**src/rtl/pat_sat_cnt.sv**
```systemverilog
// pat_sat_cnt: W-bit up counter that sticks at all-ones.
// clr has priority over inc in the same cycle; rst is synchronous,
// active-high.
module pat_sat_cnt #(
   parameter int W = 16
) (
   input  logic         clk,
   input  logic         rst,
   input  logic         clr,
   input  logic         inc,
   output logic [W-1:0] cnt
);

   logic [W-1:0] cnt_q;
   logic [W-1:0] cnt_d;

   // Next count: clear wins, otherwise increment until all-ones
   always_comb begin
      cnt_d = cnt_q;
      if (clr) begin
         cnt_d = '0;
      end else if (inc && (cnt_q != {W{1'b1}})) begin
         cnt_d = cnt_q + W'(1);
      end
   end

   // Count register
   always_ff @(posedge clk) begin
      if (rst) begin
         cnt_q <= '0;
      end else begin
         cnt_q <= cnt_d;
      end
   end

   assign cnt = cnt_q;

endmodule

```
**config.mk**
```make
export PLATFORM = sky130hd
export DESIGN_NAME = pat_sat_cnt
export DESIGN_NICKNAME = d
export VERILOG_FILES = /design/src/rtl/pat_sat_cnt.sv
export SDC_FILE = /design/constraint.sdc
export NUM_CORES = 1
export LEC_CHECK = 0
export BUFFER_PORTS_ARGS = -buffer_cell sky130_fd_sc_hd__buf_2
export CORE_MARGIN = 2
export CORE_UTILIZATION = 45
export CTS_CLUSTER_DIAMETER = 60
export CTS_CLUSTER_SIZE = 24
export DETAILED_ROUTE_END_ITERATION = 8
export GPL_TIMING_DRIVEN = 0
export PLACE_DENSITY_LB_ADDON = 0.08
export SLEW_MARGIN = 5
export SYNTH_ARGS = -nofsm -noshare
export SYNTH_HDL_FRONTEND = slang
export SYNTH_SLANG_ARGS = --single-unit
```
**constraint.sdc**
```tcl
create_clock -name clk -period 2.05 [get_ports clk]
set_input_delay 0.1025 -clock clk [delete_from_list [all_inputs] [get_ports clk]]
set_output_delay 0.1025 -clock clk [all_outputs]
set_load 0.03 [all_outputs]
```
; After elaboration in Yosys (flattened, before gate mapping)
; Index checks and enable logic that the tools add are counted.
[word_totals]
register_bits = 16
input_bits = 4
output_inout_bits = 16
[classes]
n_addsub = 1
n_eq_ne = 1
n_reduce_logical = 2
[ops]
columns = op, count
row1 = "adder 16 x 1 -> 16 bit, second input constant", 1
row2 = "inequality test 16 bit, second input constant", 1
row3 = OR reduction 2 bit, 1
row4 = logical AND 1 bit, 1

; Logic depth before layout (Yosys ltp)
[depth]
ltp_word = 2
depth_mapped = 6
depth_no_buf = 5

; Least setup slack after synthesis
; No wires, ideal clock.
[synth_path]
kind = register -> register
from = register cnt_q[0], in the netlist cnt[0]
to = register cnt_q[12], in the netlist cnt[12]
setup_ps = 91
t_arrival_ps = 1581
required_time_ps = 1959
path_slack_ps = 378
stages_incl_launch_ff = 7
n_path_buf = 1
synth_period_minus_slack_ps = 1672
path_cell_list = dfxtp_1 > ha_1 > and4_4 > and3_1 > buf_4 > a31oi_1 > a311oi_1
[synth_via]
elab_chain_cells = 2
word_cells_on_any_way = 3
[synth_rtl]
columns = item, line_no
row1 = "start, declared", 14  ; logic [W-1:0] cnt_q;
row2 = "start signal, assigned", 32  ; cnt_q <= cnt_d;
row3 = branches (longest 2 deep; another with adder 16 x 1 -> 16 bit), n/a
; Parallel ways; which one is timed is not known.
; A chain may end at the register's enable or synchronous reset.

; Worst setup path after layout
; Same ends and word-level chain as after synthesis.

==> reports/qor.yml <==
synthesis:
  syn-num-nets: 107
  synth_area_per_cell_um2: 8.99
  netlist_area_pre_place_um2: 917
  post_synth_main_area_contributors: "dfxtp_1 35%, mux2i_1 6.5%, nand2_1 5.3%"
  dominantRegCellSynth: "dfxtp_1"
  postSynthCellCount: 102
  proportion_of_synthesized_chip_area_in_sequential_cells_pct: 34.9
  ys_async_sr_fraction_pct: 0
  synth_top_cell_area_share_pct: 34.9
  synth_largest_area_cell: "dfxtp_1"
  post_synth_edffs: 0
  synth_cell_types: 36
  yosys_warnings: 0
  number_of_storage_elements_in_the_synthesis_netlist: 16
final_layout:
  most_used_cells_in_the_layout_excluding_fill_and_tap_cells: "19 x buf_2, 16 x dfxtp_1, 13 x nand2_1"
  ant_diodes: 0
  finish.net_count: 131
  final_common_cell: "buf_2"
  largest_register_ffs: 16
  final_layout_size_suffix_gt1_share_pct: 29.8
  areaGrowthSynthToFinish_pct: 16.5
setup_path:
  worstSetupEndpoint: "cnt[12]$_SDFFE_PP0P_"
  worstPathArrival_ps: 1840
  timing.setup.critical_path_class: "reg2reg"
  worst_path_max_delay_cell: "dfxtp_1"
  worst-endpoint-required_ps: 2250
  timing.critical_path.max_delay_family: "simple AND/OR/NAND/NOR gates"
  crit_fanout: 6
  worst_path_largest_cell_delay_ps: 420
  crit_path_start: "cnt[0]$_SDFFE_PP0P_"
  worst-r2r-setup-slack_ps: 410
  crit_cells: 6
  worstSetupEndpointType: "flop"
  regToRegStartpoint: "cnt[0]$_SDFFE_PP0P_"
  worst_r2r_path_depth: 6
  startpoint_type: "flop"
  cp.buffers_inverters: 1
  worstPathCellList: "ha_1 -> and4_4 -> and3_1 -> buf_4 -> a31oi_1 -> a311oi_1"
  rr_endpoint: "cnt[12]$_SDFFE_PP0P_"
drt:
  met2RoutedLength_um: 902
  first_pass_iters: 4
  initialDrtViolationCount: 8
  met3_wirelength_um: 89
  drc: 0
  avgRoutedWirePerCell_um: 13.4
  antenna_violation_net_count_after_detailed_routing: 0
  wl_met1_um: 1020
  via_count: 854
  postRouteWirelength_um: 2030
  drt-vias-per-instance: 5.66
  top_signal_layer_used: "met4"
timing:
  crit_share_post_route_pct: 79.9
  transition_time_of_the_tightest_slew_check_pin_ps: 467
  finalClockSkew_ps: 3.74
  maxSlewViolCount: 0
  grt_setup_unrepaired: "false"
  timing.fmax_mhz: 610
  timing.final.crit_period_ps: 1640
  slew_headroom_pct: 68.6
  final_hold_viol_count: 0
  setup-violations-final: 0
  timing.final.ws_setup_ps: 411
  totalNegativeSetupSlack_ps: 0
global_route:
  wire_length_of_the_first_global_routing_pass_um: 3630
  grt_start_max_net_pins: 11
  gr-total-overflow: 0
  initial_antenna_violation_count: 0
  first_global_vias: 782
  grtUsageTotal_pct: 19.5
floorplanning:
  dieArea_um2: 2420
  design.portCount: 20
  chipHeight_um: 49.1
  die_width_um: 49.1
  standard_cell_row_count: 16
  core_region_area_um2: 1940
  initial_utilization_pct: 47.2
cts:
  clock_latency_at_the_later_pin_of_the_worst_skew_pair_ps: 290
  ctsRootBufferMaster: "clkbuf_4"
  clock_tree_from_tritoncts: "built"
  hold_buffers: 0
  tritoncts_num_sinks: 16
  cts.reportedPaths.clkPinSlew_ps: 100
  clock_tree.buffer_depth: 2
  postCtsResizedCells: 0
  post-cts-setup-buffer-count: 0
  number_of_clock_buffers_inserted_by_tritoncts: 3
  ctsHtreeMaxLevel: 1
placed_design:
  dp_worst_setup_slack_ps: 436
  portBuffers: 19
  place.detailed.hpwl_um: 1450
  routabilityCongestion: 0.768
worst_hold_path:
  holdCritPathClass: "in2reg"
outcome:
  run_status: "complete, no violations"
run:
  max_cap_violations: 0
power:
  vdd.ir_drop.worst_uv: 278
  p_leak_uw: 0.000443
  p_per_area_nw_per_um2: 479
[synth_stat cells (3+ instances only)]
| master | instances |
|---|---|
| nand4_1 | 3 |
| or3_2 | 3 |
| o21ai_0 | 4 |
| mux2i_1 | 6 |
| nand2_1 | 13 |
| a21oi_1 | 6 |
| dfxtp_1 | 16 |
| a211oi_1 | 3 |
| or3_1 | 4 |
| and3_1 | 3 |
| nand3_1 | 5 |
| a31oi_1 | 4 |
[cell families after synthesis]
| kind of cell | after synthesis | synth area share [%] |
|---|---|---|
| fa+ha+maj | 1 | 1.36 |
| flops | 16 | 34.9 |
| simple gates | 46 | 31.5 |
| mux | 6 | 6.55 |
| buf+inv | 6 | 5.05 |
| compound gates | 27 | 20.6 |
[power by group]
part	total (uW)	internal, uW	switching (uW)
logic	27.4	10.4	17.1
registers	314	312	1.77
clock network	171	68.3	103
[layout make-up]
cell class                      count  area (um2)
Inverter                            1        3.75
Clock buffer                        3        22.5
Fill cell                         178         873
Multi-Input combinational cell     80         551
Tap cell                           27        33.8
Timing Repair Buffer               19        95.1
Sequential cell                    16         320
Buffer                              5        42.5
[stage by stage]
stage / util (%) / hold WS (ps) / instances / power, uW / area [um2]
floorplan: - / 282 / 102 / 337 / 917
global placement: 53.9 / 449 / 148 / 348 / 1050
detailed placement: 53.9 / 459 / 148 / 348 / 1050
CTS: 55.0 / 152 / 151 / 516 / 1070
global route: 55.0 / 168 / 151 / 536 / 1070
finish: 55.0 / 152 / 151 / 512 / 1070
[worst min-delay path by stage]
stage                     startpoint              endpoint  slack (ps)  cells after the start
after floorplan                  rst   cnt[0]$_SDFFE_PP0P_         280                      2
after detailed placement         rst   cnt[0]$_SDFFE_PP0P_         460                      3
after global placement           rst  cnt[15]$_SDFFE_PP0P_         450                      3
after global routing             rst  cnt[11]$_SDFFE_PP0P_         170                      3
final                            rst   cnt[0]$_SDFFE_PP0P_         150                      3
after CTS                        rst   cnt[0]$_SDFFE_PP0P_         150                      3
[per-layer routing]
layer	track usage, %	vias up
met1	25.8	392
met3	3.68	2
met4	7.14	0
met5	0	-
li1	-	440
met2	31.3	20
[worst reg2reg max path, stage by stage, from the launching register on]
cell      delay (ps)
dfxtp_1          420
ha_1             230
and4_4           260
and3_1           180
buf_4            140
a31oi_1           90
a311oi_1         250
Power figures use the tool's default switching activity.
